$ cat src/rtl/lc3_mem_ctrl.sv
// lc3_mem_ctrl: sequences the LC-3 MAR/MDR datapath and its RAM for one
// read or write access at a time, handshaking with the main control FSM
// over req/ack.
//
// Optional build macro LC3_MEM_RDY_EN: adds a mem_rdy input from the RAM
// and a timeout output. The wait states then end early on mem_rdy, and
// READ_LAT/WRITE_LAT become timeout limits instead of fixed wait counts.
//
// Every output is a register loaded with the decode of the next state, so
// each output always equals a decode of the current state register. This
// leaves no combinational path from req, we or mem_rdy to any output.
module lc3_mem_ctrl #(
    parameter int READ_LAT  = 2,
    parameter int WRITE_LAT = 1
) (
    input  logic clk,
    input  logic rst_n,
    input  logic req,
    input  logic we,
`ifdef LC3_MEM_RDY_EN
    input  logic mem_rdy,
    output logic timeout,
`endif
    output logic ack,
    output logic busy,
    output logic LD_MAR,
    output logic LD_MDR,
    output logic mem_en,
    output logic mem_we
);

    // Reject wait-state counts that the 4-bit counter cannot represent.
    generate
        if (READ_LAT < 1 || READ_LAT > 15) begin : g_bad_read_lat
            $error("lc3_mem_ctrl: READ_LAT must be in 1..15");
        end
        if (WRITE_LAT < 1 || WRITE_LAT > 15) begin : g_bad_write_lat
            $error("lc3_mem_ctrl: WRITE_LAT must be in 1..15");
        end
    endgenerate

    // The counter is loaded with LAT-1 so that a wait state lasts LAT cycles.
    localparam logic [3:0] RD_LOAD = 4'(READ_LAT - 1);
    localparam logic [3:0] WR_LOAD = 4'(WRITE_LAT - 1);

    typedef enum logic [2:0] {
        S_IDLE  = 3'd0,
        S_ADDR  = 3'd1,
        S_RWAIT = 3'd2,
        S_RCAP  = 3'd3,
        S_WDATA = 3'd4,
        S_WWAIT = 3'd5,
        S_DONE  = 3'd6
    } state_t;

    state_t     state_r;
    state_t     state_s;
    logic [3:0] cnt_r;
    logic [3:0] cnt_s;
    logic       we_r;
    logic       we_s;
    logic       ack_r;
    logic       busy_r;
    logic       ld_mar_r;
    logic       ld_mdr_r;
    logic       mem_en_r;
    logic       mem_we_r;
`ifdef LC3_MEM_RDY_EN
    logic       to_r;
    logic       to_s;
    logic       timeout_r;
`endif

    // Next-state, wait counter and latched-direction logic.
    always_comb begin
        state_s = state_r;
        cnt_s   = cnt_r;
        we_s    = we_r;
`ifdef LC3_MEM_RDY_EN
        to_s    = to_r;
`endif
        case (state_r)
            S_IDLE: begin
                if (req) begin
                    state_s = S_ADDR;
                    we_s    = we;
`ifdef LC3_MEM_RDY_EN
                    to_s    = 1'b0;
`endif
                end else begin
                    state_s = S_IDLE;
                end
            end
            S_ADDR: begin
                if (we_r) begin
                    state_s = S_WDATA;
                    cnt_s   = WR_LOAD;
                end else begin
                    state_s = S_RWAIT;
                    cnt_s   = RD_LOAD;
                end
            end
            S_RWAIT: begin
`ifdef LC3_MEM_RDY_EN
                if (mem_rdy) begin
                    state_s = S_RCAP;
                end else if (cnt_r == 4'd0) begin
                    state_s = S_RCAP;
                    to_s    = 1'b1;
                end else begin
                    cnt_s = cnt_r - 4'd1;
                end
`else
                if (cnt_r == 4'd0) begin
                    state_s = S_RCAP;
                end else begin
                    cnt_s = cnt_r - 4'd1;
                end
`endif
            end
            S_RCAP: begin
                state_s = S_DONE;
            end
            S_WDATA: begin
                state_s = S_WWAIT;
            end
            S_WWAIT: begin
`ifdef LC3_MEM_RDY_EN
                if (mem_rdy) begin
                    state_s = S_DONE;
                end else if (cnt_r == 4'd0) begin
                    state_s = S_DONE;
                    to_s    = 1'b1;
                end else begin
                    cnt_s = cnt_r - 4'd1;
                end
`else
                if (cnt_r == 4'd0) begin
                    state_s = S_DONE;
                end else begin
                    cnt_s = cnt_r - 4'd1;
                end
`endif
            end
            S_DONE: begin
                state_s = S_IDLE;
            end
            default: begin
                state_s = S_IDLE;
                cnt_s   = 4'd0;
                we_s    = 1'b0;
            end
        endcase
    end

    // State, counter and output registers; outputs are the next-state decode.
    always_ff @(posedge clk or negedge rst_n) begin
        if (!rst_n) begin
            state_r   <= S_IDLE;
            cnt_r     <= 4'd0;
            we_r      <= 1'b0;
            ack_r     <= 1'b0;
            busy_r    <= 1'b0;
            ld_mar_r  <= 1'b0;
            ld_mdr_r  <= 1'b0;
            mem_en_r  <= 1'b0;
            mem_we_r  <= 1'b0;
`ifdef LC3_MEM_RDY_EN
            to_r      <= 1'b0;
            timeout_r <= 1'b0;
`endif
        end else begin
            state_r   <= state_s;
            cnt_r     <= cnt_s;
            we_r      <= we_s;
            ack_r     <= (state_s == S_DONE);
            busy_r    <= (state_s != S_IDLE);
            ld_mar_r  <= (state_s == S_ADDR);
            ld_mdr_r  <= (state_s == S_RCAP) || (state_s == S_WDATA);
            mem_en_r  <= (state_s == S_RWAIT) || (state_s == S_RCAP);
            mem_we_r  <= (state_s == S_WWAIT);
`ifdef LC3_MEM_RDY_EN
            to_r      <= to_s;
            timeout_r <= (state_s == S_DONE) && to_s;
`endif
        end
    end

    assign ack    = ack_r;
    assign busy   = busy_r;
    assign LD_MAR = ld_mar_r;
    assign LD_MDR = ld_mdr_r;
    assign mem_en = mem_en_r;
    assign mem_we = mem_we_r;
`ifdef LC3_MEM_RDY_EN
    assign timeout = timeout_r;
`endif

endmodule
$ cat config.mk
export PLATFORM = sky130hd
export DESIGN_NAME = lc3_mem_ctrl
export DESIGN_NICKNAME = d
export VERILOG_FILES = /design/src/rtl/lc3_mem_ctrl.sv
export SDC_FILE = /design/constraint.sdc
export NUM_CORES = 1
export LEC_CHECK = 0
export CELL_PAD_IN_SITES_DETAIL_PLACEMENT = 1
export CELL_PAD_IN_SITES_GLOBAL_PLACEMENT = 1
export CORE_MARGIN = 8
export CORE_UTILIZATION = 43
export CTS_CLUSTER_SIZE = 28
export DETAILED_ROUTE_END_ITERATION = 7
export GPL_TIMING_DRIVEN = 0
export PLACE_DENSITY_LB_ADDON = 0.1
export SLEW_MARGIN = 20
export SYNTH_ARGS = -nofsm -noshare
export SYNTH_HDL_FRONTEND = slang
export SYNTH_SLANG_ARGS = --single-unit
$ cat constraint.sdc
create_clock -name clk -period 2.8 [get_ports clk]
set_clock_uncertainty 0.1 [all_clocks]
set_input_delay 0.56 -clock clk [delete_from_list [all_inputs] [get_ports clk]]
set_output_delay 0.56 -clock clk [all_outputs]
set_load 0.05 [all_outputs]
---- Word-level counts from Yosys, hierarchy flattened ----
Index checks and enable logic that the tools add are counted.
W data, S select, Z words.
cells by class
  equal/unequal tests ..................... 14
  multiplexer cells ....................... 10
  reductions and logical operators ........ 10
  $add $sub $neg .......................... 1
  bitwise gates (word level) .............. 2
operator list
  operator               count
  $eq A3 B3 Y1 const B   6
  $pmux W3 S6            1
  $eq A3 B2 Y1 const B   4
  $pmux W4 S3            1
  $mux W3                3
  $eq A3 B1 Y1 const B   2
  $reduce_or A6 Y1       1
  $logic_not A4 Y1       1
  $mux W4                1
  $ne A2 B2 Y1 const B   2
  $reduce_and A2 Y1      2
  $reduce_or A4 Y1       1
  $sub A4 B1 Y4 const B  1
  $logic_not A3 Y1       1
  $mux W1                3
  $reduce_bool A3 Y1     1
  $logic_or A1 B1 Y1     2
  $not A1 Y1             2
  $pmux W1 S2            1
  $reduce_or A2 Y1       1
word-level totals
  input bits .............................. 4
  register bits after elaboration ......... 14
  word-level logic and storage cells ...... 46
  output and inout port bits .............. 6

---- Logic depth before layout (Yosys ltp) ----
  depth in word-level cells ............... 5
  gate-level depth with buffers ........... 7
  depth with buffers taken out ............ 6

---- Least setup slack after synthesis ----
No wires, ideal clock.
  path type ............................... register -> register
  from .................................... reg cnt_r[0]
  to ...................................... reg state_r[1]
  setup time .............................. 64 ps
  slack ................................... 984 ps
  cell stages (with the launch flop) ...... 8
  data required time ...................... 2636 ps
  buffers on the path ..................... 1
  data arrival time ....................... 1652 ps
  period minus slack after synthesis ...... 1816 ps
  path through ............................ dfrtp_1 inv_1 ha_1 or3b_1 buf_2 or3_4 o21ai_0 a22o_2
between the ends
  cells in the longest elaborated chain, start to end .. 3
  elaborated cells on any way between the ends .. 4
  classes of those cells .................. mux: 3; reduce/logical: 1
ends and longest elaborated chain
  item                        line      source
  start, declared             58        logic [3:0] cnt_r;
  start signal, assigned      174       cnt_r <= cnt_s;
  $logic_not A4 Y1 *          114, 138
  $mux W3 (on tied branches)  138, 114
  $pmux W3 S6 *               82        case (state_r)
  net state_s[1]              57        state_t state_s;
  end signal, assigned        173       state_r <= state_s;
  end, declared               56        state_t state_r;
The timed path passes the listed nets; every way through them passes the cells marked *.
A chain may end at the register's enable or synchronous reset.

---- Worst setup path after layout ----
  from .................................... reg mem_en_r (netlist: mem_en)
  to ...................................... out mem_en
RTL lines
  item                    line  source
  start, declared         66    logic mem_en_r;
  start signal, assigned  180   mem_en_r <= (state_s == S_RWAIT) || (state_s == S_RCAP);
  end, declared           28    output logic mem_en,
No word-level cell between the ends.

==> results_dict.tcl <==
set metrics [dict create \
    crit_fanout 1 \
    relSlewSlack_pct 57.1 \
    worst_pin_slew_ps 641 \
    grt_util_met1_pct 15.2 \
    layout_common_cells "dfrtp_1 (14), a21oi_1 (10), clkdlybuf4s50_1 (9)" \
    startpoint_type "flip-flop" \
    yosysWarnings 0 \
    row_count 15 \
    yosys.area_share.xor_xnor_pct 0 \
    p_per_area_nw_per_um2 1350 \
    postSynthCellCount 85 \
    clock-sinks 14 \
    critPathSlowestCell "clkdlybuf4s50_1" \
    dr.pass1.iters 4 \
    synth_area_um2 776 \
    synth_edf_count 0 \
    crit_family "buffers and inverters" \
    io_buffers 9 \
    grt_pass1_vias 723 \
    drtIter0Drc 7 \
    drv_slew 0 \
    start_util_pct 45.4 \
    period_share_pct 74.5 \
    post-cts-setup-buffer-count 0 \
    finalWirelength_um 2060 \
    hp-class "reg -> reg" \
    setup_violations 0 \
    cp.required_ps 2140 \
    cts_root_buffer "clkbuf_4" \
    ys_seq_area_share_pct 45.2 \
    synthAdderAreaFrac_pct 3.23 \
    nets 105 \
    synthFlopType "dfrtp_1" \
    dieArea_um2 3420 \
    syn2layout_area_growth_pct 18.5 \
    post_cts_resized 0 \
    max-vdd-ir-drop_v 0.000574 \
    cts_tree "built" \
    cp_cell_sequence "clkdlybuf4s50_1" \
    clk_latency_ps 280 \
    drc 0 \
    cts_buffers 3 \
    hold_buffers 0 \
    final_common_cell "dfrtp_1" \
    die_x_um 58.5 \
    synthSimpleGateAreaFrac_pct 19.8 \
    synthDistinctLibCells 32 \
    drtAntennaViolNets 0 \
    ys_ff_latch 14 \
    grtUsageMet3_pct 3.48 \
    rsz0062_at_grt "no" \
    fill_cells 207 \
    gr-usage-met2_pct 21.9 \
    setup_tns_ps 0 \
    fmax_ghz 0.480 \
    power_leakage_uw 0.000391 \
    die_y_um 58.5 \
    synth.avg_cell_area_um2 9.13 \
    cp.arrival_ps 1420 \
    min_period_ps 2080 \
    hold_violations 0 \
    drive_above_1_share_pct 9.28 \
    top_usage_layer "met2" \
    status "completed" \
    total_power_uw 1240 \
    grt_max_degree 15 \
    synth.area.mux_share_pct 2.58 \
    clockBufferDepth 2 \
    antenna_found_initial 0 \
    critPathCaptureType "output pin" \
    gp_congestion 0.793 \
    h-tree-depth 1 \
    grt-ovfl-total 0 \
    synthArstFlopShare_pct 100 \
    drv_cap 0 \
    wl_per_cell_um 16.9 \
    grt_pass1_wl_um 3390 \
    hold_ws_ps 395 \
    diodes 0 \
    synth.net_count 91 \
    crit_buf_inv 1 \
    dp_hpwl_um 1450 \
    slowest_delay_ps 810 \
    synth_compound_area_share_pct 23.1 \
    crit_type "reg -> out" \
    ioPinCount 10 \
    core_um2 1710 \
    path_clk_slew_ps 90 \
    avgViaCountPerCell 5.61 \
    grt_usage_pct 12.8 \
    synth_top_family_by_area "compound AO/OA/AOI/OAI gates" \
    vias 684 \
]
-- per-layer routing --
metal / wire [µm] / up-vias / share of wire, %
met5: 0 / - / 0
met4: 14 / 0 / 0.68
met3: 56 / 2 / 2.7
met2: 1030 / 8 / 50
met1: 961 / 345 / 47
li1: - / 329 / -
-- cell usage after synthesis (2+ instances only) --
master | number | share of area (%)
clkbuf_1 | 5 | 2.4
nand3b_1 | 3 | 2.9
dfrtp_1 | 14 | 45
nor3b_1 | 2 | 1.9
a21oi_1 | 10 | 6.5
o21ai_0 | 4 | 2.6
nand2b_1 | 2 | 1.6
mux2i_1 | 2 | 2.6
nor2_1 | 8 | 3.9
nor3_1 | 2 | 1.3
nand2_1 | 6 | 2.9
ha_1 | 2 | 3.2
inv_1 | 5 | 2.4
buf_2 | 2 | 1.3
-- cell type report --
class                   instances  area, µm²  area share (%)
inverters                       5       18.8            2.04
plain buffers                   7       28.8            3.13
repair buffers                  9       90.1            9.80
multi-input cells              59        378            41.1
flip-flops and latches         14        350            38.1
well taps                      25       31.3            3.40
clock buffers                   3       22.5            2.45
-- stage by stage --
stage	instance area [µm²]	util [%]	cells	setup slack (ps)
2_1_floorplan	776	-	85	984
3_3_place_gp	897	52.5	119	845
3_5_place_dp	897	52.5	119	837
4_1_cts	920	53.8	122	697
5_1_grt	920	53.8	122	674
6_report	920	53.8	122	715
-- power breakdown --
| group | switching, µW | internal [µW] | total (µW) |
|---|---|---|---|
| Sequential | 73.1 | 288 | 361 |
| Combinational | 473 | 290 | 763 |
| Clock | 66.4 | 49.9 | 116 |
| Total | 612 | 628 | 1240 |
-- state kept, by name (all words and copies together) (netlist names) --
name	flops
mem_en	1
LD_MAR	1
busy	1
ack	1
cnt_r	4
state_r	3
mem_we	1
we_r	1
LD_MDR	1
-- path summary, 6_finish.rpt --
kind | start | endpoint | slack (ps) | depth (start not counted)
max in group asynchronous | rst_n | busy | 1620 | 1
worst min-delay path | cnt_r[3] | cnt_r[3] | 390 | 1
worst min register to register | cnt_r[3] | cnt_r[3] | 390 | 1
min in group asynchronous | rst_n | cnt_r[2] | 570 | 1
worst max register to register | cnt_r[0] | cnt_r[0] | 800 | 7
worst max-delay path | mem_en | mem_en | 720 | 1
-- cells by family after synthesis --
| family | after synthesis |
|---|---|
| compound gates | 27 |
| fa+ha+maj | 2 |
| buf+inv | 12 |
| flops | 14 |
| mux | 2 |
| simple gates | 28 |
No activity file was read; power rests on OpenSTA's default activity.
